<file path="src/rtl/audio_iir1_filter.sv">
// First-order IIR audio filter (highpass RC model / lowpass), CHANNELS time-multiplexed streams, 2-stage pipeline.
// Optional output saturation and sticky sat flag: define IIR_SATURATE_EN (default build wraps, sat_flag_o tied 0).
module audio_iir1_filter #(
  parameter int DATA_W   = 16,
  parameter int COEF_W   = 16,
  parameter int CHANNELS = 2,
  parameter int CH_W     = (CHANNELS > 1) ? $clog2(CHANNELS) : 1
) (
  input  logic                     clk_i,
  input  logic                     rst_i,
  input  logic                     en_i,
  input  logic                     clr_i,
  input  logic                     mode_i,
  input  logic [COEF_W-1:0]        alpha_i,
  input  logic                     in_valid_i,
  output logic                     in_ready_o,
  input  logic signed [DATA_W-1:0] in_data_i,
  input  logic [CH_W-1:0]          in_ch_i,
  output logic                     out_valid_o,
  output logic signed [DATA_W-1:0] out_data_o,
  output logic [CH_W-1:0]          out_ch_o,
  output logic                     sat_flag_o
);

  localparam int DW = DATA_W + 2;
  localparam int PW = DW + COEF_W + 1;
  localparam int YW = DATA_W + 3;

  logic signed [DATA_W-1:0] xPrev_q [CHANNELS];
  logic signed [DATA_W-1:0] yPrev_q [CHANNELS];

  logic                     s1Valid_q, s1Valid_d;
  logic [CH_W-1:0]          s1Ch_q;
  logic                     s1Mode_q;
  logic [COEF_W-1:0]        s1Alpha_q;
  logic signed [DATA_W-1:0] s1X_q;
  logic signed [DATA_W-1:0] s1Yprev_q;
  logic signed [DW-1:0]     s1D_q;

  logic                     outValid_q;
  logic signed [DATA_W-1:0] outData_q;
  logic [CH_W-1:0]          outCh_q;

  logic                     chOk;
  logic                     accept;
  logic signed [DATA_W-1:0] xPrevRd;
  logic signed [DATA_W-1:0] yPrevRd;
  logic signed [DW-1:0]     dIn;

  logic signed [PW-1:0]     prod;
  logic signed [YW-1:0]     qW;
  logic signed [YW-1:0]     yWide;
  logic signed [DATA_W-1:0] yClip;
  logic                     satHit;

  // A sample for the channel sitting in S1 must wait until its state write lands.
  assign in_ready_o = en_i & ~clr_i & ~(s1Valid_q & (s1Ch_q == in_ch_i));
  assign accept     = in_valid_i & in_ready_o;

  always_comb begin
    chOk    = (32'(in_ch_i) < 32'(CHANNELS));
    xPrevRd = '0;
    yPrevRd = '0;
    if (chOk) begin
      xPrevRd = xPrev_q[in_ch_i];
      yPrevRd = yPrev_q[in_ch_i];
    end
    if (mode_i) begin
      dIn = DW'(in_data_i) - DW'(yPrevRd);
    end else begin
      dIn = DW'(yPrevRd) + DW'(in_data_i) - DW'(xPrevRd);
    end
    s1Valid_d = accept & chOk;
  end

  always_ff @(posedge clk_i or posedge rst_i) begin
    if (rst_i) begin
      s1Valid_q <= 1'b0;
      s1Ch_q    <= '0;
      s1Mode_q  <= 1'b0;
      s1Alpha_q <= '0;
      s1X_q     <= '0;
      s1Yprev_q <= '0;
      s1D_q     <= '0;
    end else begin
      s1Valid_q <= s1Valid_d;
      if (s1Valid_d) begin
        s1Ch_q    <= in_ch_i;
        s1Mode_q  <= mode_i;
        s1Alpha_q <= alpha_i;
        s1X_q     <= in_data_i;
        s1Yprev_q <= yPrevRd;
        s1D_q     <= dIn;
      end
    end
  end

  // Alpha is unsigned, so it gets a zero sign bit before the signed multiply.
  always_comb begin
    prod  = PW'($signed({1'b0, s1Alpha_q})) * PW'(s1D_q);
    qW    = YW'(prod >>> COEF_W);
    yWide = s1Mode_q ? (YW'(s1Yprev_q) + qW) : qW;
  end

`ifdef IIR_SATURATE_EN
  localparam logic signed [YW-1:0] Y_MAX = YW'({1'b0, {(DATA_W-1){1'b1}}});
  localparam logic signed [YW-1:0] Y_MIN = ~Y_MAX;

  logic satFlag_q;

  always_comb begin
    satHit = 1'b0;
    yClip  = DATA_W'(yWide);
    if (yWide > Y_MAX) begin
      satHit = 1'b1;
      yClip  = DATA_W'(Y_MAX);
    end else if (yWide < Y_MIN) begin
      satHit = 1'b1;
      yClip  = DATA_W'(Y_MIN);
    end
  end

  always_ff @(posedge clk_i or posedge rst_i) begin
    if (rst_i) begin
      satFlag_q <= 1'b0;
    end else if (clr_i) begin
      satFlag_q <= 1'b0;
    end else if (s1Valid_q && satHit) begin
      satFlag_q <= 1'b1;
    end
  end

  assign sat_flag_o = satFlag_q;
`else
  always_comb begin
    satHit = 1'b0;
    yClip  = DATA_W'(yWide);
  end

  assign sat_flag_o = satHit;
`endif

  // clr wins over the S2 write so a clear issued mid-flight leaves clean state.
  always_ff @(posedge clk_i or posedge rst_i) begin
    if (rst_i) begin
      for (int i = 0; i < CHANNELS; i++) begin
        xPrev_q[i] <= '0;
        yPrev_q[i] <= '0;
      end
    end else if (clr_i) begin
      for (int i = 0; i < CHANNELS; i++) begin
        xPrev_q[i] <= '0;
        yPrev_q[i] <= '0;
      end
    end else if (s1Valid_q) begin
      xPrev_q[s1Ch_q] <= s1X_q;
      yPrev_q[s1Ch_q] <= yClip;
    end
  end

  always_ff @(posedge clk_i or posedge rst_i) begin
    if (rst_i) begin
      outValid_q <= 1'b0;
      outData_q  <= '0;
      outCh_q    <= '0;
    end else begin
      outValid_q <= s1Valid_q;
      if (s1Valid_q) begin
        outData_q <= yClip;
        outCh_q   <= s1Ch_q;
      end
    end
  end

  assign out_valid_o = outValid_q;
  assign out_data_o  = outData_q;
  assign out_ch_o    = outCh_q;

endmodule

</file>
<file path="config.mk">
export PLATFORM = sky130hd
export DESIGN_NAME = audio_iir1_filter
export DESIGN_NICKNAME = d
export VERILOG_FILES = /design/src/rtl/audio_iir1_filter.sv
export SDC_FILE = /design/constraint.sdc
export NUM_CORES = 1
export LEC_CHECK = 0
export CORE_MARGIN = 10
export CORE_UTILIZATION = 40
export CTS_BUF_LIST = sky130_fd_sc_hd__clkbuf_8
export CTS_CLUSTER_DIAMETER = 50
export DETAILED_ROUTE_END_ITERATION = 10
export GPL_ROUTABILITY_DRIVEN = 1
export SLEW_MARGIN = 20
export SYNTH_ARGS = -nofsm -noshare
export SYNTH_HDL_FRONTEND = slang
export SYNTH_SLANG_ARGS = --single-unit
</file>
<file path="constraint.sdc">
create_clock -name clk_i -period 18.4 [get_ports clk_i]
set_input_delay 2.76 -clock clk_i [delete_from_list [all_inputs] [get_ports clk_i]]
set_output_delay 2.76 -clock clk_i [all_outputs]
set_load 0.05 [all_outputs]
</file>
# Word level (Yosys, flattened, before mapping)
# Index checks and enable logic that the tools add are counted.
# word_totals
wordCells,49
ff_bits,151
out_inout_bits,20
inputBits,39
# op_classes
mux,16
n_lt_le_gt_ge,3
add_sub_neg,4
n_eq_ne,1
bitwise_logic,8
reduce_logical,2
n_mul,1
# ops
op,count
16-bit 2-to-1 mux,8
32-bit 2-to-1 mux,4
32-bit bitwise mux,2
17-bit by 18-bit multiplier with 32-bit output,1
18-bit 2-to-1 mux,1
17-bit by 16-bit subtractor with 18-bit output,1
16-bit by 16-bit adder with 17-bit output,1
16-bit by 16-bit subtractor with 17-bit output,1
16-bit adder,1
16-bit demux with 1-bit select,1
1-bit bitwise AND,4
2-bit >= comparator (second input constant),2
1-bit NOT with 2-bit output,2
2-bit by 1-bit less-than comparator with 1-bit output (second input constant),1
1-bit NOT,2
2-bit nonzero test,1
1-bit == test,1
1-bit logical AND,1

# Logic depth before layout (Yosys ltp)
# Gate-level depths: netlist (run 1).
# depth
depth_word,8
mapped_depth,32
mapped_depth_nobuf,30

# Worst setup path before layout (run 1)
# Ideal clock, no wire load.
# synth_timing
path_kind,register to register
start,register s1Alpha_q[8]
end,register yPrev_q[15] (netlist name)
synth_period_minus_slack_ns,7.895
path_buffers,2
t_required_ns,18.306
t_arrival_ns,7.801
setup_ns,0.094
setup_slack_ns,10.505
stages_incl_launch_ff,33
path_cell_list,dfrtp_1 clkbuf_1 clkbuf_1 nand2_1 fa_1 inv_1 fa_1 inv_1 fa_1 inv_1 fa_1 fa_1 inv_1 fa_1 inv_1 ha_1 a21oi_1 o21ai_0 a22o_1 a31oi_4 nand2b_1 a21oi_1 xnor2_1 ha_1 o21a_1 a2111o_1 a31oi_2 o31ai_2 a21o_1 and3b_1 o31ai_1 xnor3_1 a211oi_1
# synth_between
elab_chain_len,6
# synth_lines
element,line_no,rtl
start: declaration,35,logic [COEF_W-1:0] s1Alpha_q;
start signal: assignment,90,s1Alpha_q <= alpha_i;
17-bit by 18-bit multiplier with 32-bit output *,100,"prod = PW'($signed({1'b0, s1Alpha_q})) * PW'(s1D_q);"
16-bit adder,102,yWide = s1Mode_q ? (YW'(s1Yprev_q) + qW) : qW;
16-bit 2-to-1 mux *,102,
32-bit bitwise mux *,157,yPrev_q[s1Ch_q] <= yClip;
32-bit 2-to-1 mux *,155,end else if (s1Valid_q) begin
32-bit 2-to-1 mux *,150,end else if (clr_i) begin
end signal: indexed assignment,157,
end: declaration,30,logic signed [DATA_W-1:0] yPrev_q [CHANNELS];
# Mark *: on every way between the ends. The rest lies on a longest branch, timed or not. The select of a mux whose other input is x is not followed.
# A chain may end at the register's enable or synchronous reset.

# Worst setup path after layout (run 1)
# layout_timing
start,register s1Alpha_q[2]
end,register yPrev_q[31] (netlist name)
# The elaborated chain is that of the path after synthesis.

==> results.tsv, run 1 <==
stage	metric	value	unit
status	outcome	complete, no violations	
detailed_routing	wire_per_inst	17.78	um
global_routing	grt_pass1_wl	81560	um
yosys	synth_top_area_share	30.62	%
timing	fin_crit	8.966	ns
cells_and_area	antenna_cells	0	
detailed_routing	num_vias	14108	
timing	finalCritPeriodShare	48.73	%
timing	rsz0062_at_grt	false	
yosys	syn_inst	2118	
timing	setup_viol	0	
clock_tree	cts_tree	done	
yosys	synth_area_per_cell	8.921	um2
placement	gp_congestion	0.9017	
worst_setup_path	crit_family	compound AO/OA/AOI/OAI gates	
yosys	synth_top_cell_by_area	fa_1	
global_routing	grt_overflow_total	0	
detailed_routing	vias_per_cell	5.149	
cells_and_area	final_common_cell	inv_1	
global_routing	antenna_found_initial	0	
worst_setup_path	critPathLaunchType	flip-flop	
cells_and_area	final_cell_mix	inv_1, nand2_1, fa_1	
floorplan	die_h	237.3	um
timing	slew_violations	0	
placement	io_buffers	57	
timing	totalNegativeSetupSlack	0	ns
floorplan	fp.dieW	237.3	um
floorplan	start_util	40.50	%
global_routing	grt_max_degree	84	
yosys	ys_async_sr_fraction	100.0	%
clock_tree	cts-resized-gates	0	
clock_tree	cts_max_level	4	
detailed_routing	totalWireLength	48710	um
worst_setup_path	cp_slowest_cell	dfrtp_1	
cells_and_area	synthToLayoutAreaGrowth	7.920	%
clock_tree	root_buffer	clkbuf_8	
worst_setup_path	worstSetupStartpoint	s1Alpha_q[2]$_DFFE_PP0P_	
yosys	ys_seq_elements	151	
yosys	syn-num-nets	2578	
cells_and_area	multi_input_area	13250	um2
global_routing	grt_pass1_vias	15066	
flow_run	maxCapViolCount	0	
yosys	synth_edf_count	0	
detailed_routing	remaining_drc_errors	0	
yosys	synthDistinctLibCells	63	
global_routing	grt.met3_usage	3.054	%
timing	fin_skew	0.01964	ns
floorplan	die_area	56330	um2
yosys	synth.yosys.seq_area_share	20.00	%
min_path	hp-start	s1Alpha_q[11]$_DFFE_PP0P_	
clock_tree	clock_latency	0.50	ns
clock_tree	cts.sinks	151	
global_routing	grtUsageMet2	31.30	%
detailed_routing	first_pass_iters	5	
clock_tree	clkTransAtPathRegs	0.10	ns
worst_setup_path	arrival	9.38	ns
worst_setup_path	crit_path_max_incr_delay	0.61	ns
yosys	ys_warn_count	0	
worst_setup_path	timing.rr.start	s1Alpha_q[2]$_DFFE_PP0P_	
floorplan	rows	79	
global_routing	met1_usage	22.65	%
worst_setup_path	crit_fanout	19	
detailed_routing	drt_iter0_drc	891	
timing	tightest_slew	0.9825	ns
clock_tree	clockBufferDepth	2	
worst_setup_path	cp_num_buf_inv	5	
cells_and_area	drive_above_1_share	3.844	%
global_routing	grt.busiest_layer	met2	
cells_and_area	fin_nets	2581	
yosys	synth_ff_type	dfrtp_1	
worst_setup_path	path_class	flip-flop to flip-flop	
yosys	synth_area_leaders	fa_1, dfrtp_1, ha_1	
floorplan	io_pins	59	
cells_and_area	fill_cells	4601	
detailed_routing	ant_nets	0	
floorplan	core	46650	um2
timing	relSlewSlack	34.50	%
timing	hold_violations	0	
clock_tree	post-cts-setup-buffers	0	
worst_setup_path	rrSetupSlack	9.43	ns
clock_tree	hold_buffers	0	
yosys	netlist_area	18890	um2
worst_setup_path	crit_required	18.81	ns
worst_setup_path	crit_path_end_kind	flip-flop	
clock_tree	cts_inserted_buffers	17	
cells_and_area	seqCellArea	3779	um2
min_path	hold_path_class	flip-flop to flip-flop	
placement	hpwl	38050	um
timing	fmax	0.1115	GHz
global_routing	grt_usage	18.05	%
per-stage QoR:
step / hold slack [ns] / util, % / area, um2 / std cells / setup WS [ns]
after global routing: 0.5155 / 43.71 / 20390 / 2740 / 9.034
after floorplan: 0.4162 / - / 18890 / 2118 / 10.51
after global placement: 0.4615 / 42.90 / 20020 / 2709 / 9.675
final: 0.4928 / 43.71 / 20390 / 2740 / 9.434
after detailed placement: 0.4802 / 42.90 / 20020 / 2709 / 9.589
after CTS: 0.5036 / 43.72 / 20400 / 2740 / 9.552
cells in the mapped netlist (all sizes together), types with 24 or more instances:
master,instances
nor2,80
xnor2,45
ha,132
and2,140
a211oi,36
dfrtp,151
fa,289
o21ai,74
a21oi,107
nand2,343
inv,410
clkbuf,85
mux2i,24
worst reg2reg max path: cells and delay by family, from the launching register on:
family	cells	cell delay, ns
compound gates	12	3.55
xor+xnor	1	0.48
buf+inv	5	0.30
flops	1	0.61
simple gates	3	0.54
fa+ha+maj	8	3.39
final timing paths:
path	endpoint	cells past startpoint
hold reg to reg	s1Alpha_q[11]$_DFFE_PP0P_	2
min in group asynchronous	s1X_q[12]$_DFFE_PP0P_	2
setup reg to reg	yPrev_q[31]$_DFFE_PP0P_	29
setup / recovery	yPrev_q[31]$_DFFE_PP0P_	29
hold / removal	s1Alpha_q[11]$_DFFE_PP0P_	2
max in group asynchronous	s1D_q[4]$_DFFE_PP0P_	3
sequential cells by signal (all words and copies together) (netlist names):
| signal | count |
|---|---|
| out_valid_o | 1 |
| s1D_q | 18 |
| s1Alpha_q | 16 |
| out_data_o | 16 |
| s1Valid_q | 1 |
| s1Mode_q | 1 |
| xPrev_q | 32 |
| yPrev_q | 32 |
| s1X_q | 16 |
| s1Yprev_q | 16 |
| s1Ch_q | 1 |
| out_ch_o | 1 |
area by class of cell:
class	count	area share, %
multi-input cells	1467	64.96
flip-flops and latches	151	18.53
inverters	410	7.572
well taps	607	3.725
repair buffers	74	3.350
clock buffers	19	1.282
clock inverters	12	0.5829
cells by family after synthesis:
group	synth area share, %
mux	2.463
flops	20.00
fa+ha+maj	39.36
xor+xnor	3.086
compound gates	9.503
buf+inv	9.953
other cells	0.01985
simple gates	15.61
metal layers:
| metal | up-vias | wire length (um) | share of wire, % |
|---|---|---|---|
| li1 | 6562 | - | - |
| met1 | 7149 | 20750 | 43 |
| met2 | 340 | 24350 | 50 |
| met3 | 57 | 2437 | 5.0 |
| met4 | 0 | 1168 | 2.4 |
| met5 | - | 0 | 0 |
Power of run 1 is not shown: default switching activity piles up to over one toggle a cycle in this logic, so the estimate is an artifact.
==> inputs of run 2 (changes only) <==
==> constraint.sdc (replaced) <==
create_clock -name clk_i -period 7.9 [get_ports clk_i]
set_input_delay 1.185 -clock clk_i [delete_from_list [all_inputs] [get_ports clk_i]]
set_output_delay 1.185 -clock clk_i [all_outputs]
set_load 0.05 [all_outputs]
==> results.tsv, run 2 (same netlist as run 1, synthesis figures left out) <==
stage	metric	value	unit
clock_tree	clockBufferDepth	2	
worst_setup_path	crit_path_max_incr_delay	0.55	ns
clock_tree	cts.sinks	151	
clock_tree	clock_latency	0.50	ns
timing	fin_hold_ws	0.5039	ns
flow_run	maxCapViolCount	0	
worst_setup_path	arrival	8.13	ns
global_routing	grt_pass1_vias	15326	
placement	gp_congestion	0.9077	
cells_and_area	fill_cells	4483	
timing	fmax	0.1297	GHz
floorplan	die_h	237.3	um
cells_and_area	final_cell_mix	inv_1, nand2_1, fa_1	
detailed_routing	wire_per_inst	16.87	um
timing	hold_violations	0	
worst_setup_path	cp_slowest_cell	fa_2	
worst_setup_path	critPathLaunchType	flip-flop	
min_path	hold_path_class	flip-flop to flip-flop	
cells_and_area	largestRegisters	xPrev_q: 32 flops, yPrev_q: 32 flops, s1D_q: 18 flops	
detailed_routing	ant_nets	0	
worst_setup_path	crit_path_end_kind	flip-flop	
timing	finalCritPeriodShare	97.61	%
cells_and_area	drive_above_1_share	12.80	%
worst_setup_path	path_class	flip-flop to flip-flop	
timing	relSlewSlack	39.51	%
floorplan	fp.dieW	237.3	um
clock_tree	cts_inserted_buffers	17	
detailed_routing	num_vias	14405	
floorplan	core	46650	um2
cells_and_area	fin_nets	2712	
floorplan	start_util	40.50	%
clock_tree	cts_max_level	4	
clock_tree	cts_tree	done	
clock_tree	root_buffer	clkbuf_8	
timing	tightest_slew	0.9074	ns
timing	setup_viol	0	
timing	fin_crit	7.711	ns
cells_and_area	final_common_cell	inv_1	
global_routing	grt_pass1_wl	80410	um
global_routing	antenna_found_initial	2	
placement	hpwl	39440	um
timing	fin_skew	0.01876	ns
global_routing	grt_overflow_total	0	
detailed_routing	vias_per_cell	5.014	
floorplan	die_area	56330	um2
detailed_routing	totalWireLength	48480	um
worst_setup_path	crit_required	8.32	ns
worst_setup_path	crit_fanout	9	
global_routing	grt_usage	17.69	%
detailed_routing	first_pass_iters	5	
status	outcome	complete, no violations	
detailed_routing	remaining_drc_errors	0	
timing	slew_violations	0	
floorplan	io_pins	59	
worst_setup_path	crit_top_cell	fa_1	
cells_and_area	synthToLayoutAreaGrowth	16.08	%
placement	io_buffers	57	
clock_tree	clkTransAtPathRegs	0.11	ns
detailed_routing	drt_iter0_drc	733	
clock_tree	hold_buffers	0	
global_routing	grt_max_degree	84	
floorplan	rows	79	
## run 2: cell types whose count changed in the layout (fill, tap and decap cells not counted), moves of 8 or more
cell     before  now
buf_4        17  130
buf_6         0   15
ha_1        132  119
a21oi_1     107   98
ha_4          0    8
inv_1       408  400
## run 2: timing repair
action / CTS / global route
pin swaps: 4 / 49
setup endpoints to repair: 14 / 24
resized for setup: 16 / 95
setup buffers: 1 / 16
## run 2: final timing paths
path / from / endpoint / slack (ns) / cells past startpoint
min in group asynchronous: rst_i / xPrev_q[14]$_DFFE_PP0P_ / 1.19 / 2
max: s1Alpha_q[2]$_DFFE_PP0P_ / yPrev_q[15]$_DFFE_PP0P_ / 0.19 / 31
max in group asynchronous: rst_i / s1Alpha_q[1]$_DFFE_PP0P_ / 5.30 / 3
min reg2reg: s1Yprev_q[0]$_DFFE_PP0P_ / s1Yprev_q[0]$_DFFE_PP0P_ / 0.50 / 2
max reg2reg: s1Alpha_q[2]$_DFFE_PP0P_ / yPrev_q[15]$_DFFE_PP0P_ / 0.19 / 31
min: s1Yprev_q[0]$_DFFE_PP0P_ / s1Yprev_q[0]$_DFFE_PP0P_ / 0.50 / 2
## run 2: through the flow
stage | setup WS [ns] | instance area [um2] | std cells | setup TNS [ns] | utilization, %
floorplan | 0.005338 | 18890 | 2118 | 0 | -
global placement | -0.2052 | 20880 | 2823 | -0.6831 | 44.76
detailed placement | -0.2982 | 20880 | 2823 | -1.842 | 44.76
CTS | 0.001235 | 21360 | 2856 | 0 | 45.79
global route | -0.07380 | 21930 | 2873 | -0.3382 | 47.01
finish | 0.1891 | 21930 | 2873 | 0 | 47.01
## run 2: critical path, delay by kind of cell (launching register included)
family / cells / cell delay [ns]
AOI/OAI and AO/OA: 12 / 2.38
xor gates and xnor gates: 2 / 0.40
DFF: 1 / 0.38
adders and majority gates: 8 / 3.55
and+or+nand+nor: 3 / 0.45
buffers and inverters: 6 / 0.49
## run 2: per-layer routing
| metal | track usage [%] | part of all wire (%) | vias up |
|---|---|---|---|
| li1 | - | - | 6817 |
| met1 | 23.35 | 45 | 7234 |
| met2 | 29.97 | 49 | 295 |
| met3 | 2.430 | 3.8 | 59 |
| met4 | 4.700 | 2.2 | 0 |
| met5 | 0 | 0 | - |
## run 2: final cells by class
class / instances / area (um2) / share of cell area (%)
antenna: 1 / 2.502 / 0.01141
clock buffer: 17 / 234.0 / 1.067
clock inverter: 15 / 168.9 / 0.7701
inverter: 410 / 1544 / 7.039
multi-input combinational: 1467 / 13670 / 62.33
sequential: 151 / 3787 / 17.27
tap: 607 / 759.5 / 3.463
timing repair buffer: 205 / 1765 / 8.049
Power of run 2 is left out for the same reason.
==> inputs of run 3 (changes only) <==
--- a/config.mk
+++ b/config.mk
@@ -5,10 +5,12 @@
 export SDC_FILE = /design/constraint.sdc
 export NUM_CORES = 1
 export LEC_CHECK = 0
+export ABC_AREA = 1
 export CORE_MARGIN = 10
 export CORE_UTILIZATION = 40
 export CTS_BUF_LIST = sky130_fd_sc_hd__clkbuf_8
 export CTS_CLUSTER_DIAMETER = 50
+export CTS_CLUSTER_SIZE = 10
 export DETAILED_ROUTE_END_ITERATION = 10
 export GPL_ROUTABILITY_DRIVEN = 1
 export SLEW_MARGIN = 20
==> results.tsv, run 3 <==
stage	metric	value	unit
status	outcome	complete, no violations	
yosys	post-synth-top-count-cell	nand2_1	
yosys	synthDistinctLibCells	51	
placement	io_buffers	57	
clock_tree	post-cts-setup-buffers	0	
clock_tree	hold_buffers	0	
cells_and_area	antenna_cells	0	
clock_tree	cts_max_level	4	
detailed_routing	num_vias	16805	
timing	finalCritPeriodShare	94.45	%
worst_setup_path	rrSetupSlack	0.44	ns
worst_setup_path	crit_top_cell	inv_1	
worst_setup_path	rr_endpoint	yPrev_q[26]$_DFFE_PP0P_	
yosys	netlist_area	20390	um2
floorplan	die_area	60420	um2
floorplan	fp.dieW	245.8	um
timing	tightest_slew	1.094	ns
timing	fin_skew	0.01592	ns
timing	fmax	0.1340	GHz
worst_setup_path	timing.rr.start	s1Alpha_q[2]$_DFFE_PP0P_	
worst_setup_path	crit_family	adder cells	
worst_setup_path	critPathLaunchType	flip-flop	
yosys	synth_area_per_cell	7.492	um2
timing	relSlewSlack	26.64	%
worst_setup_path	cp_slowest_cell	fa_1	
yosys	synth_top_area_share	28.37	%
worst_setup_path	arrival	7.81	ns
detailed_routing	vias_per_cell	4.918	
cells_and_area	largestRegisters	xPrev_q: 32 flops, yPrev_q: 32 flops, s1D_q: 18 flops	
global_routing	grt_overflow_total	0	
cells_and_area	synthToLayoutAreaGrowth	8.613	%
floorplan	io_pins	59	
yosys	synth_top_cell_by_area	fa_1	
global_routing	grt_pass1_wl	94650	um
min_path	min_path_cells	2	
yosys	synth.top_cells.by_count	nand2_1, inv_1, fa_1, dfrtp_1, ha_1	
clock_tree	root_buffer	clkbuf_8	
clock_tree	cts_tree	done	
detailed_routing	first_pass_iters	5	
clock_tree	clockBufferDepth	2	
clock_tree	clock_latency	0.50	ns
floorplan	rows	82	
global_routing	grt_pass1_vias	17887	
floorplan	core	50270	um2
yosys	syn-num-nets	3182	
flow_run	maxCapViolCount	0	
yosys	ys_async_sr_fraction	100.0	%
worst_setup_path	r2r_cells	33	
timing	setup_viol	0	
timing	hold_violations	0	
yosys	syn_inst	2722	
cells_and_area	final_common_cell	nand2_1	
cells_and_area	final_cell_mix	nand2_1, inv_1, fa_1	
worst_setup_path	crit_path_max_incr_delay	0.58	ns
clock_tree	cts.sinks	151	
placement	hpwl	46420	um
cells_and_area	fin_nets	3193	
global_routing	grt_usage	19.65	%
detailed_routing	totalWireLength	56540	um
min_path	hold_path_class	flip-flop to flip-flop	
clock_tree	cts-resized-gates	0	
floorplan	start_util	40.57	%
timing	fin_crit	7.462	ns
min_path	min_to	out_data_o[11]$_DFFE_PP0P_	
floorplan	die_h	245.8	um
global_routing	grt_max_degree	81	
worst_setup_path	crit_path_end_kind	flip-flop	
detailed_routing	ant_nets	0	
timing	fin_hold_ws	0.4858	ns
clock_tree	cts_inserted_buffers	17	
global_routing	antenna_found_initial	0	
yosys	synth_edf_count	0	
worst_setup_path	cp_num_buf_inv	9	
placement	gp_congestion	0.9124	
worst_setup_path	path_class	flip-flop to flip-flop	
yosys	synth_area_leaders	fa_1, dfrtp_1, nand2_1	
yosys	synth.yosys.seq_area_share	18.53	%
detailed_routing	wire_per_inst	16.55	um
yosys	ys_warn_count	0	
yosys	ys_seq_elements	151	
yosys	synth_ff_type	dfrtp_1	
detailed_routing	remaining_drc_errors	0	
detailed_routing	drt_iter0_drc	1194	
cells_and_area	drive_above_1_share	5.392	%
clock_tree	clkTransAtPathRegs	0.09	ns
min_path	hp-start	out_data_o[11]$_DFFE_PP0P_	
worst_setup_path	crit_required	8.25	ns
timing	slew_violations	0	
worst_setup_path	crit_fanout	11	
==> run 3: stage by stage <==
step	setup WS [ns]	setup TNS [ns]	utilization, %	instances	area, um2
finish	0.4383	0	44.06	3417	22150
global route	-0.01587	-0.01800	44.06	3417	22150
CTS	0.2591	0	43.99	3417	22120
detailed placement	0.3120	0	43.12	3386	21680
global placement	0.3936	0	43.12	3386	21680
floorplan	0.9025	0	-	2722	20390
==> run 3: how the worst max path moves through the flow <==
stage,start,end,slack (ns),cells after the start
floorplan,s1Alpha_q[3]$_DFFE_PP0P_,yPrev_q[31]$_DFFE_PP0P_,0.90,35
global placement,s1D_q[13]$_DFFE_PP0P_,yPrev_q[14]$_DFFE_PP0P_,0.39,30
detailed placement,s1Alpha_q[2]$_DFFE_PP0P_,yPrev_q[14]$_DFFE_PP0P_,0.31,33
CTS,s1Alpha_q[2]$_DFFE_PP0P_,yPrev_q[14]$_DFFE_PP0P_,0.26,33
global route,s1Alpha_q[2]$_DFFE_PP0P_,yPrev_q[30]$_DFFE_PP0P_,-0.02,33
finish,s1Alpha_q[2]$_DFFE_PP0P_,yPrev_q[26]$_DFFE_PP0P_,0.44,33
==> run 3: cells by family (layout without fill, tap and decap cells) <==
family	after synthesis	after routing	synth area share (%)
buffers and inverters	778	801	14.52
adders and majority gates	421	421	36.47
AOI/OAI and AO/OA	299	299	8.362
and+or+nand+nor	1041	1041	20.67
DFF	151	151	18.53
xor gates and xnor gates	20	20	0.8957
muxes	11	11	0.5399
other	1	1	0.01839
==> run 3: worst reg2reg max path: cells and delay by family, from the launching register on <==
family                     cells  cell delay, ns
adders and majority gates      9            4.09
and+or+nand+nor               10            1.28
buffers and inverters          9            0.82
DFF                            1            0.50
AOI/OAI and AO/OA              4            0.48
xor gates and xnor gates       1            0.14
==> run 3: area by class of cell <==
cell class / instances / area (um2)
repair buffers: 99 / 884.6
flip-flops and latches: 151 / 3789
multi-input cells: 1793 / 13680
clock inverters: 12 / 176.4
clock buffers: 19 / 261.5
well taps: 672 / 840.8
inverters: 671 / 2524
fillers: 5192 / 28120
==> run 3: routing by layer <==
metal / global-route usage [%] / wire length [um] / share of wire (%) / vias up
li1: - / - / - / 8075
met1: 25.48 / 25100 / 44 / 8244
met2: 33.70 / 27470 / 49 / 410
met3: 2.346 / 2388 / 4.2 / 76
met4: 5.936 / 1582 / 2.8 / 0
met5: 0 / 0 / 0 / -
Power of run 3 is left out for the same reason.
